$ cat src/rtl/uart_pkg.sv
// Shared constants and types for the UART echo FIFO: default geometry, drain FSM states, byte type.
// Also holds the saturating increment used by the optional drop counter.
package uart_pkg;

   localparam int UART_DEPTH = 16;
   localparam int UART_WIDTH = 8;
   localparam int OVF_CNT_W  = 8;

   typedef enum logic [1:0] {
      IDLE      = 2'd0,
      START     = 2'd1,
      WAIT_BUSY = 2'd2,
      WAIT_DONE = 2'd3
   } drain_state_t;

   typedef logic [UART_WIDTH-1:0] uart_byte_t;

   function automatic logic [OVF_CNT_W-1:0] sat_inc(input logic [OVF_CNT_W-1:0] v);
      return (v == {OVF_CNT_W{1'b1}}) ? v : v + {{(OVF_CNT_W-1){1'b0}}, 1'b1};
   endfunction

endpackage

$ cat src/rtl/uart_fifo_mem.sv
// DEPTH x WIDTH register array, one synchronous write port and one registered read port.
// Storage is not reset; only the read-data register clears so the transmit byte starts at zero.
module uart_fifo_mem
   import uart_pkg::*;
#(
   parameter int DEPTH = UART_DEPTH,
   parameter int WIDTH = UART_WIDTH,
   localparam int AW   = $clog2(DEPTH)
) (
   input  logic             i_clk,
   input  logic             i_rst_n,
   input  logic             i_wr_en,
   input  logic [AW-1:0]    i_wr_addr,
   input  logic [WIDTH-1:0] i_wr_data,
   input  logic             i_rd_en,
   input  logic [AW-1:0]    i_rd_addr,
   output logic [WIDTH-1:0] o_rd_data
);

   logic [WIDTH-1:0] mem_q [DEPTH];
   logic [WIDTH-1:0] rd_data_q;

   always_ff @(posedge i_clk) begin
      if (i_wr_en) begin
         mem_q[i_wr_addr] <= i_wr_data;
      end
   end

   // Read-before-write on a shared address: a pop at full sees the old head.
   always_ff @(posedge i_clk or negedge i_rst_n) begin
      if (!i_rst_n) begin
         rd_data_q <= '0;
      end else if (i_rd_en) begin
         rd_data_q <= mem_q[i_rd_addr];
      end
   end

   assign o_rd_data = rd_data_q;

endmodule

$ cat src/rtl/uart_echo_fifo.sv
// UART echo FIFO: RX bytes queue here and drain one per transmitter handshake; idle path RX k -> TX start k+2.
// Writes at full without a same-cycle pop are dropped (sticky o_overflow; o_ovf_cnt with UART_FIFO_OVF_CNT_EN).
module uart_echo_fifo
   import uart_pkg::*;
#(
   parameter int DEPTH = UART_DEPTH,
   parameter int WIDTH = UART_WIDTH
) (
   input  logic                   i_clk,
   input  logic                   i_rst_n,
   input  logic                   i_wr_valid,
   input  logic [WIDTH-1:0]       i_wr_data,
   input  logic                   i_tx_busy,
   output logic                   o_tx_start,
   output logic [WIDTH-1:0]       o_tx_data,
   output logic [$clog2(DEPTH):0] o_count,
   output logic                   o_empty,
   output logic                   o_full,
`ifdef UART_FIFO_OVF_CNT_EN
   output logic [OVF_CNT_W-1:0]   o_ovf_cnt,
`endif
   output logic                   o_overflow
);

   localparam int AW = $clog2(DEPTH);
   localparam int CW = AW + 1;
   localparam logic [CW-1:0] FULL_CNT = CW'(DEPTH);

   logic [AW-1:0] wr_ptr_q, wr_ptr_d;
   logic [AW-1:0] rd_ptr_q, rd_ptr_d;
   logic [CW-1:0] count_q, count_d;
   logic          ovf_q, ovf_d;
   drain_state_t  state_q;
   logic          tx_start_q;
   logic          empty, full, pop, push, drop;

   assign empty = (count_q == '0);
   assign full  = (count_q == FULL_CNT);
   // Pops happen only from IDLE, which keeps a single byte in flight.
   assign pop   = (state_q == IDLE) && !empty && !i_tx_busy;
   assign push  = i_wr_valid && (!full || pop);
   assign drop  = i_wr_valid && full && !pop;

   always_comb begin
      wr_ptr_d = wr_ptr_q;
      rd_ptr_d = rd_ptr_q;
      count_d  = count_q;
      ovf_d    = ovf_q | drop;
      if (push) begin
         wr_ptr_d = wr_ptr_q + AW'(1);
      end
      if (pop) begin
         rd_ptr_d = rd_ptr_q + AW'(1);
      end
      case ({push, pop})
         2'b10:   count_d = count_q + CW'(1);
         2'b01:   count_d = count_q - CW'(1);
         default: count_d = count_q;
      endcase
   end

   always_ff @(posedge i_clk or negedge i_rst_n) begin
      if (!i_rst_n) begin
         wr_ptr_q <= '0;
         rd_ptr_q <= '0;
         count_q  <= '0;
         ovf_q    <= 1'b0;
      end else begin
         wr_ptr_q <= wr_ptr_d;
         rd_ptr_q <= rd_ptr_d;
         count_q  <= count_d;
         ovf_q    <= ovf_d;
      end
   end

   always_ff @(posedge i_clk or negedge i_rst_n) begin
      if (!i_rst_n) begin
         state_q    <= IDLE;
         tx_start_q <= 1'b0;
      end else begin
         tx_start_q <= 1'b0;
         case (state_q)
            IDLE: begin
               if (pop) begin
                  state_q    <= START;
                  tx_start_q <= 1'b1;
               end
            end
            START: begin
               state_q <= WAIT_BUSY;
            end
            WAIT_BUSY: begin
               if (i_tx_busy) begin
                  state_q <= WAIT_DONE;
               end
            end
            WAIT_DONE: begin
               if (!i_tx_busy) begin
                  state_q <= IDLE;
               end
            end
            default: begin
               state_q <= IDLE;
            end
         endcase
      end
   end

   uart_fifo_mem #(
      .DEPTH (DEPTH),
      .WIDTH (WIDTH)
   ) u_mem (
      .i_clk     (i_clk),
      .i_rst_n   (i_rst_n),
      .i_wr_en   (push),
      .i_wr_addr (wr_ptr_q),
      .i_wr_data (i_wr_data),
      .i_rd_en   (pop),
      .i_rd_addr (rd_ptr_q),
      .o_rd_data (o_tx_data)
   );

`ifdef UART_FIFO_OVF_CNT_EN
   logic [OVF_CNT_W-1:0] ovf_cnt_q, ovf_cnt_d;

   always_comb begin
      ovf_cnt_d = ovf_cnt_q;
      if (drop) begin
         ovf_cnt_d = sat_inc(ovf_cnt_q);
      end
   end

   always_ff @(posedge i_clk or negedge i_rst_n) begin
      if (!i_rst_n) begin
         ovf_cnt_q <= '0;
      end else begin
         ovf_cnt_q <= ovf_cnt_d;
      end
   end

   assign o_ovf_cnt = ovf_cnt_q;
`endif

   assign o_tx_start = tx_start_q;
   assign o_count    = count_q;
   assign o_empty    = empty;
   assign o_full     = full;
   assign o_overflow = ovf_q;

   a_count_bound: assert property (@(posedge i_clk) disable iff (!i_rst_n) count_q <= FULL_CNT);
   a_start_state: assert property (@(posedge i_clk) disable iff (!i_rst_n) tx_start_q == (state_q == START));

endmodule
$ cat config.mk
export PLATFORM = sky130hd
export DESIGN_NAME = uart_echo_fifo
export DESIGN_NICKNAME = d
export VERILOG_FILES = /design/src/rtl/uart_pkg.sv /design/src/rtl/uart_fifo_mem.sv /design/src/rtl/uart_echo_fifo.sv
export SDC_FILE = /design/constraint.sdc
export NUM_CORES = 1
export LEC_CHECK = 0
export CORE_MARGIN = 10
export CORE_UTILIZATION = 55
export CTS_BUF_LIST = sky130_fd_sc_hd__clkbuf_4 sky130_fd_sc_hd__clkbuf_8 sky130_fd_sc_hd__clkbuf_16
export CTS_CLUSTER_DIAMETER = 100
export DETAILED_ROUTE_END_ITERATION = 8
export HOLD_SLACK_MARGIN = 0.1
export PLACE_DENSITY = 0.76
export SLEW_MARGIN = 10
export SYNTH_ARGS = -nofsm -noshare
export SYNTH_HDL_FRONTEND = slang
export SYNTH_SLANG_ARGS = --single-unit
export TNS_END_PERCENT = 10
$ cat constraint.sdc
create_clock -name i_clk -period 3.75 [get_ports i_clk]
set_input_delay 0.75 -clock i_clk [delete_from_list [all_inputs] [get_ports i_clk]]
set_output_delay 0.75 -clock i_clk [all_outputs]
set_load 0.02 [all_outputs]
==> results of run 1 <==
power by group through the flow:
stage | registers (mW) | clock network (mW) | logic (mW)
2_1_floorplan | 2.35 | 0 | 1.05
3_3_place_gp | 2.42 | 0 | 1.44
3_5_place_dp | 2.43 | 0 | 1.48
4_1_cts | 2.40 | 1.56 | 1.50
5_1_grt | 2.44 | 1.64 | 1.60
6_report | 2.40 | 1.54 | 1.47
state kept, by name, summed over array words and instances (netlist names):
name,cells
u_mem.mem_q,128
u_mem.o_rd_data,8
o_count,5
rd_ptr_q,4
wr_ptr_q,4
state_q,2
o_overflow,1
o_tx_start,1
cells by family (layout without fill, tap and decap cells):
logic type	count (synthesis)	in the layout	share of synthesized area, %
DFF	153	153	71.8
and+or+nand+nor	56	56	4.72
buffers and inverters	22	72	1.51
xor gates and xnor gates	8	8	1.13
adders and majority gates	13	13	2.73
muxes	53	53	15.0
AOI/OAI and AO/OA	23	23	3.06
Yosys cell counts, drive strengths merged (7+ instances only):
library cell,number
buf,10
inv,9
xnor2,8
mux2i,17
ha,12
o221ai,9
edfxtp,128
o21ai,7
dfrtp,25
nand2,21
mux4,32
and2,12
worst max-delay path by stage:
stage / from / end / slack [ps] / cells after the start
6_report: o_count[0]$_DFFE_PN0P_ / o_full / 680 / 4
5_1_grt: i_tx_busy / o_count[4]$_DFFE_PN0P_ / 470 / 10
4_1_cts: o_count[1]$_DFFE_PN0P_ / o_full / 680 / 4
3_5_place_dp: i_tx_busy / o_count[4]$_DFFE_PN0P_ / 270 / 10
3_3_place_gp: i_tx_busy / o_count[4]$_DFFE_PN0P_ / 370 / 10
2_1_floorplan: i_tx_busy / o_count[4]$_DFFE_PN0P_ / 1070 / 9
through the flow:
stage	instance area (um2)	setup WS [ps]	total power [mW]	hold slack [ps]	utilization, %
3_5_place_dp	6640	274	3.91	472	60.7
4_1_cts	7190	679	5.46	486	65.7
2_1_floorplan	6220	1070	3.40	454	-
6_report	7190	676	5.41	479	65.7
3_3_place_gp	6640	368	3.85	459	60.7
5_1_grt	7190	474	5.68	504	65.7
metal layers:
layer / share of wire, % / global-route usage (%)
met1: 42 / 19.2
met2: 48 / 23.1
met3: 7.6 / 4.33
met4: 2.3 / 6.63
met5: 0 / 0
final cells by class:
class / instances / area, um2 / area share, %
Inverter: 9 / 33.8 / 0.470
Timing Repair Buffer: 31 / 303 / 4.21
Multi-Input combinational cell: 153 / 1660 / 23.1
Tap cell: 140 / 175 / 2.44
Clock inverter: 10 / 71.3 / 0.992
Clock buffer: 22 / 475 / 6.61
Sequential cell: 153 / 4470 / 62.2
==> results.toml, run 1 <==
[run_status]
outcome = "complete, no violations"

[clocking]
cts_resized = 0
cts_tree = "yes"
clock_sinks = 153
insertion_delay_ps = 410
post_cts_buffers = 0
clk_path_buf_depth = 2
ctsHoldBuffers = 0
htreeDepth = 4
clk_pin_slew_ps = 60
cts_made_buffers = 17
root_buffer = "clkbuf_16"

[power_and_ir_drop]
p_comb_share_pct = 27.2
sw_frac_of_total_pct = 30.4
power_frac_clock_pct = 28.5
power.leakage_nw = 2.49
ir_drop_uv = 481
p_sw_mw = 1.64
power_density_nw_per_um2 = 753
p_seq_share_pct = 44.3
internal_power_mw = 3.77

[min_path]
worstHoldPathCells = 1
hp-start = "o_overflow$_DFF_PN0_"
min_path_type = "reg2reg"
holdPathEnd = "o_overflow$_DFF_PN0_"

[drt]
drt_iter0_markers = 334
routedWlPerCell_um = 22.2
vias_per_cell = 5.87
vias = 3039
wl_um = 11500
drt_pass1_iterations = 4
route.detailed.drc = 0
ant_nets = 0

[grt]
grt_max_degree = 20
grt_pass1_vias = 3189
grt.total_usage_pct = 14.9
grt_pass1_wl_um = 18000
antenna_found_initial = 0
overflow = 0

[worst_setup_path]
slowest_delay_ps = 610
path_delay_family = "simple AND/OR/NAND/NOR gates"
cp.required_ps = 3000
rr_startpoint = "o_count[1]$_DFFE_PN0P_"
cp.arrival_ps = 2320
regToRegSetupSlack_ps = 760
slowest_stage = "clkdlybuf4s50_1"
reg2reg_to = "o_count[4]$_DFFE_PN0P_"
worst_setup_path_end_kind = "output port"
cp_cell_sequence = "nor4_1 -> nand2_1 -> inv_1 -> clkdlybuf4s50_1"
crit_path_max_fanout = 6
crit_buf_inv = 2
start_kind = "register"
crit_type = "reg2out"
rr_worst_depth = 9

[place]
dpl.hpwl_um = 7520
dp_cells = 486
routabilityCongestion = 0.815
port_buffers = 28

[sta]
min_period_over_period_pct = 82.0
max_freq_mhz = 325
hold_viol_final = 0
finalMaxSlewViolations = 0
period_needed_ps = 3070
relSlewSlack_pct = 27.7
grt_setup_unrepaired = "no"
fin_skew_ps = 6.93
tightest_slew_ps = 1080
setup_viol = 0
fin_tns_setup_ps = 0

[die]
pin_count = 29
die_area_um2 = 16000
die_x_um = 126
initial_utilization_pct = 56.9
core-area_um2 = 10900
rows = 38
die_h_um = 126

[synthesis]
synth_edf_count = 128
synth_area_leaders = "edfxtp_1, mux4_2, dfrtp_1"
syn-instance-count = 328
synth_top_cell_area_share_pct = 61.8
avgSynthCellArea_um2 = 19.0
synth_nets = 353
syn_area_um2 = 6220
synthDistinctLibCells = 39
synth_seq_area_share_pct = 71.8
yosys_warnings = 0
async_flop_share_pct = 16.3
synth_seq_cells = 153
yosysTopAreaCell = "edfxtp_1"
synthFlopType = "edfxtp_1"

[cells_and_area]
drive_above_1_share_pct = 19.8
diodes = 0
final_common_cell = "edfxtp_1"
layoutNonFillerInstCount = 518
final_cell_mix = "edfxtp_1, mux4_2, clkdlybuf4s50_1"
nFillCells = 714
synthToLayoutAreaGrowth_pct = 15.5
nNetsFinal = 390

[run]
drv_cap = 0
No activity file was read; power rests on OpenSTA's default activity.
==> inputs of run 2 (changes only) <==
CORE_UTILIZATION = 54   (was 55)
PLACE_DENSITY = 0.77   (was 0.76)
clock period = 2.8 ns   (was 3.75 ns; I/O delays follow)
==> run 2 against run 1 <==
Compared with the run above:
- clock skew increased by 2.3 ps
- clock power increased by 35%
- combinational power increased by 59%
- total power increased by 39%
- largest cell class unchanged
==> results.toml, run 2 (synthesis gave the netlist of run 1 again) <==
[die]
initial_utilization_pct = 54.7
die_h_um = 127
die_area_um2 = 16200
die_x_um = 127
core-area_um2 = 11400
pin_count = 29
rows = 39

[clocking]
clock_sinks = 153
root_buffer = "clkbuf_16"
cts_tree = "yes"
cts_made_buffers = 17
htreeDepth = 4
clk_path_buf_depth = 2
insertion_delay_ps = 420
clk_pin_slew_ps = 60

[power_and_ir_drop]
power_density_nw_per_um2 = 1000
finalPower_mw = 7.53
power.leakage_nw = 2.68
ir_drop_uv = 1150

[min_path]
worstHoldPathCells = 1
min_path_type = "reg2reg"

[place]
pre_cts_ws_ps = -39.4
dp_cells = 524
routabilityCongestion = 0.820
dpl.hpwl_um = 8270
port_buffers = 28

[cells_and_area]
post-route-util_pct = 66.2
largest_reg_flops = 128
final_common_cell = "edfxtp_1"
final_cell_mix = "edfxtp_1, buf_4, mux4_2"
drive_above_1_share_pct = 27.8
nFillCells = 725
nNetsFinal = 425
regMostFlops = "u_mem.mem_q"
diodes = 0
layoutNonFillerInstCount = 556
multi_input_area_um2 = 1680
register_area_um2 = 4470
synthToLayoutAreaGrowth_pct = 21.0

[worst_setup_path]
rr_worst_depth = 9
slowest_delay_ps = 600
reg2reg_to = "o_count[4]$_DFFE_PN0P_"
cp.required_ps = 2240
worst_setup_path_end_kind = "output port"
start_kind = "register"
crit_type = "reg2out"
crit_buf_inv = 3
crit_start = "o_count[0]$_DFFE_PN0P_"
crit_path_max_fanout = 5
slowest_stage = "clkdlybuf4s50_1"
cp.arrival_ps = 2150
critical_path_depth = 5
cp_cell_sequence = "buf_4 -> nor4_4 -> nand2_2 -> inv_1 -> clkdlybuf4s50_1"
crit_end = "o_full"
regToRegSetupSlack_ps = 140
rr_startpoint = "o_count[1]$_DFFE_PN0P_"
path_delay_family = "buffers and inverters"

[sta]
fin_skew_ps = 9.20
tightest_slew_ps = 673
hold_viol_final = 0
period_needed_ps = 2710
grt_setup_unrepaired = "no"
finalWorstSetupSlack_ps = 88.2
relSlewSlack_pct = 55.2
max_freq_mhz = 369
min_period_over_period_pct = 96.8
setup_viol = 0
finalMaxSlewViolations = 0
fin_tns_setup_ps = 0

[grt]
grt_pass1_wl_um = 20300
antenna_found_initial = 0
overflow = 0
grt.total_usage_pct = 16.6
grt_max_degree = 35
grt_pass1_vias = 3528

[drt]
drt_pass1_iterations = 7
routedWlPerCell_um = 23.1
wl_um = 12800
ant_nets = 0
route.detailed.drc = 0
vias = 3290
vias_per_cell = 5.92
drt_iter0_markers = 395

[run]
drv_cap = 0

[run_status]
outcome = "complete, no violations"
## run 2: cell types whose count changed in the layout (fill, tap and decap cells not counted), moves of 2 or more
cell      previous run  this run
buf_12               0         4
buf_4                3        34
clkbuf_4             3         1
clkbuf_8             2         0
inv_6                2         4
inv_8                0         2
nor2b_1              3         1
nor2b_2              0         2
## run 2: final cells by class
class / instances / share of cell area [%]
inverters: 9 / 0.449
well taps: 143 / 2.38
flip-flops and latches: 153 / 59.4
clock inverters: 14 / 1.51
repair buffers: 66 / 8.16
clock buffers: 18 / 5.75
multi-input cells: 153 / 22.4
## run 2: routing by layer
metal / share of wire (%) / global-route usage (%) / vias up
met5: 0 / 0 / -
met4: 1.1 / 6.03 / 0
met3: 5.7 / 4.63 / 12
met2: 53 / 27.6 / 136
met1: 41 / 20.3 / 1691
li1: - / - / 1451
## run 2: through the flow
stage / cell area, um2 / hold WS, ps
floorplan: 6220 / 264
global placement: 6960 / 468
detailed placement: 6960 / 480
CTS: 7520 / 493
global route: 7530 / 549
finish: 7530 / 491
## run 2: worst min path at each step
| stage | slack (ps) | endpoint | start |
|---|---|---|---|
| floorplan | 260 | o_count[0]$_DFFE_PN0P_ | i_rst_n |
| global placement | 470 | u_mem.o_rd_data[7]$_DFFE_PN0N_ | u_mem.o_rd_data[7]$_DFFE_PN0N_ |
| detailed placement | 480 | o_overflow$_DFF_PN0_ | o_overflow$_DFF_PN0_ |
| CTS | 490 | o_overflow$_DFF_PN0_ | o_overflow$_DFF_PN0_ |
| global route | 550 | o_overflow$_DFF_PN0_ | o_overflow$_DFF_PN0_ |
| finish | 490 | o_overflow$_DFF_PN0_ | o_overflow$_DFF_PN0_ |
## run 2: what timing repair did
item | 4_1_cts | 5_1_grt
buffers inserted | 0 | 0
gates cloned | 0 | 0
pin swaps | 0 | 0
hold buffers | 0 | 0
resized for setup | 4 | 3
setup endpoints to repair | 2 | 1
## run 2: power breakdown
part | internal (mW) | switching (mW)
logic | 1.15 | 1.19
clock network | 1.16 | 0.923
registers | 2.84 | 0.261
